$ cat src/rtl/alu_issue_stage_if.sv
// Handshake and operand bus between decode, the ALU issue stage and the ALU.
// The slave modport is the issue stage's view; the master modport drives it.
interface alu_issue_stage_if #(
  parameter int XLEN = 32
);
  logic            IN_VALID;
  logic            IN_READY;
  logic [31:0]     INSTR;
  logic [XLEN-1:0] PC;
  logic [XLEN-1:0] RS1_DATA;
  logic [XLEN-1:0] RS2_DATA;
  logic            FLUSH;
  logic            OUT_VALID;
  logic            OUT_READY;
  logic [XLEN-1:0] DATA1;
  logic [XLEN-1:0] DATA2;
  logic [2:0]      SELECT;
  logic            ROTATE;
  logic [4:0]      RD_ADDR;
  logic            RD_WE;
  logic            ILLEGAL;

  modport slave (
    input  IN_VALID, INSTR, PC, RS1_DATA, RS2_DATA, FLUSH, OUT_READY,
    output IN_READY, OUT_VALID, DATA1, DATA2, SELECT, ROTATE, RD_ADDR, RD_WE, ILLEGAL
  );

  modport master (
    output IN_VALID, INSTR, PC, RS1_DATA, RS2_DATA, FLUSH, OUT_READY,
    input  IN_READY, OUT_VALID, DATA1, DATA2, SELECT, ROTATE, RD_ADDR, RD_WE, ILLEGAL
  );
endinterface

$ cat src/rtl/alu_issue_stage.sv
// Decodes RV32I register/immediate ALU instructions into ALU operands and
// issues them through an output register backed by a one-entry skid buffer.
module alu_issue_stage #(
  parameter int XLEN    = 32,
  parameter int SHAMT_W = 5
) (
  input  logic           CLK,
  input  logic           RESET_N,
  alu_issue_stage_if.slave bus
);

  localparam logic [6:0] OPC_OP    = 7'b0110011;
  localparam logic [6:0] OPC_IMM   = 7'b0010011;
  localparam logic [6:0] OPC_LUI   = 7'b0110111;
  localparam logic [6:0] OPC_AUIPC = 7'b0010111;

  typedef struct packed {
    logic [XLEN-1:0] data1;
    logic [XLEN-1:0] data2;
    logic [2:0]      sel;
    logic            rotate;
    logic [4:0]      rd_addr;
    logic            rd_we;
    logic            illegal;
  } issue_t;

  function automatic logic [2:0] sel_of(input logic [2:0] f3);
    case (f3)
      3'b000:  sel_of = 3'd1;
      3'b001:  sel_of = 3'd7;
      3'b100:  sel_of = 3'd4;
      3'b101:  sel_of = 3'd6;
      3'b110:  sel_of = 3'd3;
      default: sel_of = 3'd2;
    endcase
  endfunction

  function automatic logic [XLEN-1:0] shamt_of(input logic [XLEN-1:0] src);
    shamt_of = {{(XLEN-SHAMT_W){1'b0}}, src[SHAMT_W-1:0]};
  endfunction

  logic [6:0]      opcode;
  logic [2:0]      f3;
  logic [6:0]      f7;
  logic [XLEN-1:0] imm_i;
  logic [XLEN-1:0] imm_u;
  logic            is_shift;
  logic            slt_form;
  issue_t          dec;
  issue_t          o_q;
  issue_t          s_q;
  logic            o_valid;
  logic            s_valid;
  logic            accept;
  logic            consume;
  logic            unused_rs1_field;

  assign opcode           = bus.INSTR[6:0];
  assign f3               = bus.INSTR[14:12];
  assign f7               = bus.INSTR[31:25];
  assign imm_i            = {{(XLEN-12){bus.INSTR[31]}}, bus.INSTR[31:20]};
  assign imm_u            = {bus.INSTR[31:12], 12'b0};
  assign is_shift         = (f3 == 3'b001) || (f3 == 3'b101);
  assign slt_form         = (f3 == 3'b010) || (f3 == 3'b011);
  assign unused_rs1_field = ^bus.INSTR[19:15];

  // NOTE: every field gets a default before the case so no path leaves a latch.
  always_comb begin
    dec = '0;
    unique case (opcode)
      OPC_OP: begin
        if (slt_form || !(f7 == 7'b0000000 || f7 == 7'b0100000)) begin
          dec.illegal = 1'b1;
        end else begin
          dec.data1 = bus.RS1_DATA;
          dec.sel   = sel_of(f3);
          if (is_shift) begin
            dec.data2  = shamt_of(bus.RS2_DATA);
            dec.rotate = (f3 == 3'b101) && f7[5];
          end else if (f3 == 3'b000 && f7[5]) begin
            dec.data2 = ~bus.RS2_DATA + 1'b1;
          end else begin
            dec.data2 = bus.RS2_DATA;
          end
        end
      end
      OPC_IMM: begin
        // Immediate shifts allow only funct7 0000000, plus 0100000 for SRAI.
        if (slt_form
            || (f3 == 3'b001 && f7 != 7'b0000000)
            || (f3 == 3'b101 && !(f7 == 7'b0000000 || f7 == 7'b0100000))) begin
          dec.illegal = 1'b1;
        end else begin
          dec.data1 = bus.RS1_DATA;
          dec.sel   = sel_of(f3);
          if (is_shift) begin
            dec.data2  = shamt_of(imm_i);
            dec.rotate = (f3 == 3'b101) && bus.INSTR[30];
          end else begin
            dec.data2 = imm_i;
          end
        end
      end
      OPC_LUI: begin
        dec.sel   = 3'd0;
        dec.data2 = imm_u;
      end
      OPC_AUIPC: begin
        dec.sel   = 3'd1;
        dec.data1 = bus.PC;
        dec.data2 = imm_u;
      end
      default: dec.illegal = 1'b1;
    endcase
    dec.rd_addr = bus.INSTR[11:7];
    dec.rd_we   = !dec.illegal && (bus.INSTR[11:7] != 5'd0);
  end

  assign bus.IN_READY = !s_valid;
  assign accept       = bus.IN_VALID && !s_valid;
  assign consume      = o_valid && bus.OUT_READY;

  // NOTE: sequential state uses non-blocking assignments so every register
  // samples pre-edge values regardless of statement order.
  always_ff @(posedge CLK or negedge RESET_N) begin
    if (!RESET_N) begin
      o_valid <= 1'b0;
      s_valid <= 1'b0;
      o_q     <= '0;
    end else if (bus.FLUSH) begin
      o_valid <= 1'b0;
      s_valid <= 1'b0;
    end else if (s_valid) begin
      if (consume) begin
        o_q     <= s_q;
        s_valid <= 1'b0;
      end
    end else if (accept) begin
      if (!o_valid || consume) begin
        o_q     <= dec;
        o_valid <= 1'b1;
      end else begin
        s_valid <= 1'b1;
      end
    end else if (consume) begin
      o_valid <= 1'b0;
    end
  end

  // NOTE: the skid payload has no reset; it is only ever read while s_valid,
  // and s_valid is reset.
  always_ff @(posedge CLK) begin
    if (accept && o_valid && !consume && !bus.FLUSH) begin
      s_q <= dec;
    end
  end

  assign bus.OUT_VALID = o_valid;
  assign bus.DATA1     = o_q.data1;
  assign bus.DATA2     = o_q.data2;
  assign bus.SELECT    = o_q.sel;
  assign bus.ROTATE    = o_q.rotate;
  assign bus.RD_ADDR   = o_q.rd_addr;
  assign bus.RD_WE     = o_q.rd_we;
  assign bus.ILLEGAL   = o_q.illegal;

endmodule

$ cat src/flat_wrapper.sv
// flat-port wrapper written by rule: the top's interface ports become plain ports
module alu_issue_stage_flat 
#(
  parameter int XLEN    = 32,
  parameter int SHAMT_W = 5
)
  (CLK, RESET_N, bus_IN_VALID, bus_INSTR, bus_PC, bus_RS1_DATA, bus_RS2_DATA, bus_FLUSH, bus_OUT_READY, bus_IN_READY, bus_OUT_VALID, bus_DATA1, bus_DATA2, bus_SELECT, bus_ROTATE, bus_RD_ADDR, bus_RD_WE, bus_ILLEGAL);
  alu_issue_stage_if #(.XLEN(XLEN)) bus_i ();
  input  logic CLK;
  input  logic RESET_N;
  input wire logic [$bits(bus_i.IN_VALID)-1:0] bus_IN_VALID;
  input wire logic [$bits(bus_i.INSTR)-1:0] bus_INSTR;
  input wire logic [$bits(bus_i.PC)-1:0] bus_PC;
  input wire logic [$bits(bus_i.RS1_DATA)-1:0] bus_RS1_DATA;
  input wire logic [$bits(bus_i.RS2_DATA)-1:0] bus_RS2_DATA;
  input wire logic [$bits(bus_i.FLUSH)-1:0] bus_FLUSH;
  input wire logic [$bits(bus_i.OUT_READY)-1:0] bus_OUT_READY;
  output wire logic [$bits(bus_i.IN_READY)-1:0] bus_IN_READY;
  output wire logic [$bits(bus_i.OUT_VALID)-1:0] bus_OUT_VALID;
  output wire logic [$bits(bus_i.DATA1)-1:0] bus_DATA1;
  output wire logic [$bits(bus_i.DATA2)-1:0] bus_DATA2;
  output wire logic [$bits(bus_i.SELECT)-1:0] bus_SELECT;
  output wire logic [$bits(bus_i.ROTATE)-1:0] bus_ROTATE;
  output wire logic [$bits(bus_i.RD_ADDR)-1:0] bus_RD_ADDR;
  output wire logic [$bits(bus_i.RD_WE)-1:0] bus_RD_WE;
  output wire logic [$bits(bus_i.ILLEGAL)-1:0] bus_ILLEGAL;
  assign bus_i.IN_VALID = bus_IN_VALID;
  assign bus_i.INSTR = bus_INSTR;
  assign bus_i.PC = bus_PC;
  assign bus_i.RS1_DATA = bus_RS1_DATA;
  assign bus_i.RS2_DATA = bus_RS2_DATA;
  assign bus_i.FLUSH = bus_FLUSH;
  assign bus_i.OUT_READY = bus_OUT_READY;
  assign bus_IN_READY = bus_i.IN_READY;
  assign bus_OUT_VALID = bus_i.OUT_VALID;
  assign bus_DATA1 = bus_i.DATA1;
  assign bus_DATA2 = bus_i.DATA2;
  assign bus_SELECT = bus_i.SELECT;
  assign bus_ROTATE = bus_i.ROTATE;
  assign bus_RD_ADDR = bus_i.RD_ADDR;
  assign bus_RD_WE = bus_i.RD_WE;
  assign bus_ILLEGAL = bus_i.ILLEGAL;
  alu_issue_stage #(.XLEN(XLEN), .SHAMT_W(SHAMT_W)) u_core (.CLK(CLK), .RESET_N(RESET_N), .bus(bus_i));
endmodule
$ cat config.mk
export PLATFORM = sky130hd
export DESIGN_NAME = alu_issue_stage_flat
export DESIGN_NICKNAME = d
export VERILOG_FILES = /design/src/rtl/alu_issue_stage_if.sv /design/src/rtl/alu_issue_stage.sv /design/src/flat_wrapper.sv
export SDC_FILE = /design/constraint.sdc
export NUM_CORES = 1
export LEC_CHECK = 0
export ABC_CLOCK_PERIOD_IN_PS = 7900
export CAP_MARGIN = 10
export CORE_ASPECT_RATIO = 0.75
export CORE_MARGIN = 2
export CORE_UTILIZATION = 45
export DETAILED_ROUTE_END_ITERATION = 10
export GPL_TIMING_DRIVEN = 0
export PLACE_DENSITY = 0.76
export SLEW_MARGIN = 10
export SYNTH_ARGS = -nofsm -noshare
export SYNTH_HDL_FRONTEND = slang
export SYNTH_SLANG_ARGS = --single-unit
$ cat constraint.sdc
create_clock -name CLK -period 7.9 [get_ports CLK]
set_clock_uncertainty 0.05 [all_clocks]
set_input_delay 1.185 -clock CLK [delete_from_list [all_inputs] [get_ports CLK]]
set_output_delay 1.185 -clock CLK [all_outputs]
set_load 0.05 [all_outputs]
# After elaboration in Yosys (flattened, before gate mapping)

Index checks and enable logic that the tools add are counted.

$add $sub $neg: 1
$mul: 0
Div/mod/pow operators: 0
Order comparisons: 0
Equality and inequality tests: 14
Shift operators: 0
Muxes and demuxes: 27
Bitwise gates (word level): 2
Reductions and logical operators: 33

Operators by type and width:

| operator                                             | count |
|---|---|
| two-way mux 75 bit                                   | 4 |
| case mux 35 bit (4 select lines)                     | 1 |
| two-way mux 68 bit                                   | 2 |
| two-way mux 32 bit                                   | 3 |
| case mux 32 bit (3 select lines)                     | 1 |
| adder 32 x 1 -> 32 bit (second input constant)       | 1 |
| inverter 32 bit                                      | 1 |
| equality test 7 x 6 -> 1 bit (second input constant) | 3 |
| case mux 3 bit (5 select lines)                      | 1 |
| equality test 7 x 5 -> 1 bit (second input constant) | 2 |
| two-way mux 1 bit                                    | 13 |
| logical AND 1 bit                                    | 10 |
| equality test 3 bit (second input constant)          | 3 |
| logical NOT 7 bit                                    | 1 |
| logical OR 1 bit                                     | 7 |
| nonzero test 7 bit                                   | 1 |
| equality test 3 x 2 -> 1 bit (second input constant) | 2 |
| logical NOT 1 bit                                    | 6 |
| nonzero test 5 bit                                   | 1 |
| != test 2 bit (second input constant)                | 2 |
| AND reduction 4 bit                                  | 1 |
| nonzero test 2 bit                                   | 2 |
| equality test 3 x 1 -> 1 bit (second input constant) | 1 |
| logical NOT 3 bit                                    | 1 |
| 7 further kinds                                      | 7 |

Register bits: 152
Bits in latches: 0
Memory bits (writable): 0
Memory bits (read-only): 0
Bits of input ports: 133
Output and inout bits: 77
Memories kept: 0

# Depth between registers and ports, before layout

Word-level depth: 12
Depth in mapped cells: 9
Mapped depth without buffers: 8

# Least setup slack after synthesis

OpenSTA, ideal clock, no wires.

Path kind: input to register
Start point: input port bus_OUT_READY
End point: register u_core.s_q[0] (netlist name), enable pin
Arrival: 6879 ps
Required time: 7233 ps
Path slack: 353 ps
Stages on the path: 2
Path buffers: 0
Cell sequence: nor2b_1 nor3b_1

Word-level cells in the longest chain between the ends: 4

RTL lines:

| what                            | RTL line               | RTL |
|---|---|---|
| from (decl)                     | flat_wrapper.sv:17     | `input wire logic [$bits(bus_i.OUT_READY)-1:0] bus_OUT_READY;` |
| logical AND 1 bit               | alu_issue_stage.sv:121 | `assign consume = o_valid && bus.OUT_READY;` |
| logical NOT 1 bit               | alu_issue_stage.sv:153 | `if (accept && o_valid && !consume && !bus.FLUSH) begin` |
| logical AND 1 bit (2 in series) | alu_issue_stage.sv:153 |  |
| to (signal assigned)            | alu_issue_stage.sv:154 | `s_q <= dec;` |
| to (decl)                       | alu_issue_stage.sv:51  | `issue_t s_q;` |

Every way passes these cells.
A chain may end at the register's enable or synchronous reset.

# Worst setup path after layout

Start point: register u_core.s_valid
End point: output port bus_IN_READY

Word-level cells in the longest chain between the ends: 1

RTL lines:

| what                   | RTL line               | RTL |
|---|---|---|
| from (decl)            | alu_issue_stage.sv:53  | `logic s_valid;` |
| from (signal assigned) | alu_issue_stage.sv:128 | `s_valid <= 1'b0;` |
| from (signal assigned) | alu_issue_stage.sv:132 | `s_valid <= 1'b0;` |
| from (signal assigned) | alu_issue_stage.sv:136 | `s_valid <= 1'b0;` |
| logical NOT 1 bit      | alu_issue_stage.sv:119 | `assign bus.IN_READY = !s_valid;` |
| to (decl)              | flat_wrapper.sv:18     | `output wire logic [$bits(bus_i.IN_READY)-1:0] bus_IN_READY;` |

Every way passes these cells.

==> results.toml <==
[run_status]
status = "finished clean"

[timing]
drv_slew = 0
rsz0062_at_grt = "false"
tns_ps = 0
hold_viol_final = 0
fin_crit_sh_pct = 46.8
setup_viol = 0
relSlewSlack_pct = 39.6
fin_ws_ps = 4200
min_period_ps = 3700
worstMarginPinSlew_ps = 906
max_freq_mhz = 270
whs_ps = 433

[critical_path]
critPathLaunchType = "flip-flop"
critical_path.max_fanout = 10
worstSetupEndpointType = "output pin"
crit_type = "flip-flop to output pin"
critPathRequiredTime_ps = 6660
r2r_start = "u_core.s_valid$_DFF_PN0_"
arrival_ps = 2460
crit_path_start = "u_core.s_valid$_DFF_PN0_"

[layout]
drive_gt1_share_pct = 8.45
fillers = 1370
final_cells = 1150
final_nets = 1056
syn2layout_area_growth_pct = 39.4
multi_input_area_sq_um = 3190
regArea_sq_um = 4180
final_core_util_pct = 63.7
antenna_cells = 0

[synthesis]
ys_seq_area_share_pct = 54.7
synth-edff-count = 75
ys.warnings.count = 0
yosys.area.top_type = "edfxtp_1"
netlist_top_cells_area = "edfxtp_1 29%, dfrtp_1 25%, a221o_1 5.4%, a22o_1 4.5%, and3_1 3.5%"
async_reset_ff_share_pct = 50.7
synth.cell_area_sq_um = 7640
yosysUniqueCellTypes = 70
ys.flop_type = "dfrtp_1"
synth_seq_cells = 152
syn_avg_cell_area_sq_um = 11.1
synth.net_count = 820
synth.top_cell.area_share_pct = 29.5
ys_top_cells_by_count = "77 x dfrtp_1, 75 x edfxtp_1, 47 x nand2_1"
yosysMostFrequentCell = "dfrtp_1"
synth_cells = 686

[clock_network]
insertion_delay_ps = 420
htreeDepth = 4
clk_path_buf_depth = 2
clk_root_buffer_cell = "clkbuf_16"
cts_tree = "yes"
post_cts_buffers = 0
hold_buffers = 0
cts_resized = 0
path_clk_slew_ps = 70
cts_buffers = 17
cts_num_sinks = 152

[detailed_routing]
num_vias = 6927
vias_per_cell = 6.02
drt_iter0_drc = 650
drt_wl_total_mm = 24.4
detail-route-antenna-nets = 0
drc_errors = 0
dr.pass1.iters = 7
avgRoutedWirePerCell_um = 21.2

[die]
pin_count = 210
core_sq_um = 16700
die_y_um = 117
rows = 41
die_x_um = 154
die_area_sq_um = 18000
start_util_pct = 45.7

[global_routing]
grt_first_pass_wirelength_mm = 37.2
antenna_found_initial = 0
gr-total-overflow = 0
grt_util_all_layers_pct = 27.2
grt_max_degree = 53
grt_pass1_vias = 6582

[power_and_ir_drop]
p_leak_uw = 0.00437
p_per_area_nw_per_um2 = 193
ir_worst_vdd_uv = 139

[placed_design]
gp_congestion = 0.940
port_buffers = 208
post-place-ws_ps = 3760
dp_cells = 1117
hpwl_mm = 18.0

[hold_path]
min_from = "u_core.bus.DATA2[0]$_DFFE_PN0P_"
hp-class = "flip-flop to flip-flop"

[job]
drv_cap = 0
[per-layer routing]
metal  wire (um)  GRT usage (%)
met1       11300           40.4
met2       10700           40.0
met3        2110           6.19
met4         398           7.96
met5           0              0
[where the power goes]
part | internal (uW) | switching [uW]
Clock | 439 | 353
Combinational | 147 | 234
Sequential | 858 | 17.8
[flip-flops by register name, summed over array words and instances (netlist names)]
| signal | count |
|---|---|
| u_core.bus.ROTATE | 1 |
| u_core.bus.RD_ADDR | 5 |
| u_core.bus.ILLEGAL | 1 |
| u_core.bus.RD_WE | 1 |
| u_core.bus.OUT_VALID | 1 |
| u_core.bus.DATA1 | 32 |
| u_core.s_q | 75 |
| u_core.bus.SELECT | 3 |
| u_core.s_valid | 1 |
| u_core.bus.DATA2 | 32 |
[layout make-up]
class / count / share of cell area [%]
flip-flops and latches: 152 / 39.3
multi-input cells: 473 / 29.9
repair buffers: 217 / 20.4
clock buffers: 17 / 4.00
well taps: 215 / 2.53
plain buffers: 52 / 2.29
clock inverters: 15 / 1.32
inverters: 9 / 0.317
[cell usage in the layout, fill, tap and decap left out, drive strengths merged, types with 39 or more instances in the layout]
| cell | n |
|---|---|
| o21ai | 54 |
| clkdlybuf4s50 | 207 |
| clkbuf | 53 |
| a221o | 41 |
| dfrtp | 77 |
| and3 | 43 |
| nand2 | 47 |
| nor2 | 41 |
| edfxtp | 75 |
| a22o | 39 |
| a21oi | 43 |
[cells by family after synthesis]
group	synth area share, %
adder cells (fa/ha/maj)	0.164
buffers and inverters	3.64
AO/OA/AOI/OAI	22.7
AND/OR/NAND/NOR	14.9
multiplexers	0.934
XOR/XNOR	2.98
flip-flops	54.7
[per-stage QoR]
stage                     total power, uW  area (sq um)
after CTS                            2060         10600
after global placement               1270          9990
after detailed placement             1270         10100
after global routing                 2110         10600
after floorplan                      1080          7640
final                                2050         10600
[final timing paths]
path | end | slack, ps | cells past startpoint
setup / recovery | bus_IN_READY | 4200 | 3
hold / removal | u_core.bus.DATA2[0]$_DFFE_PN0P_ | 430 | 2
setup reg to reg | u_core.bus.DATA2[30]$_DFFE_PN0P_ | 4980 | 7
hold reg to reg | u_core.bus.DATA2[0]$_DFFE_PN0P_ | 430 | 2
max in group asynchronous | u_core.s_valid$_DFF_PN0_ | 6560 | 2
min in group asynchronous | u_core.bus.DATA2[0]$_DFFE_PN0P_ | 620 | 1
[critical path, stage by stage (launching register included)]
cell and delay [ps]:
dfrtp_1 420, clkinv_1 250, clkbuf_1 460, clkdlybuf4s50_1 910
Power figures use the tool's default switching activity.
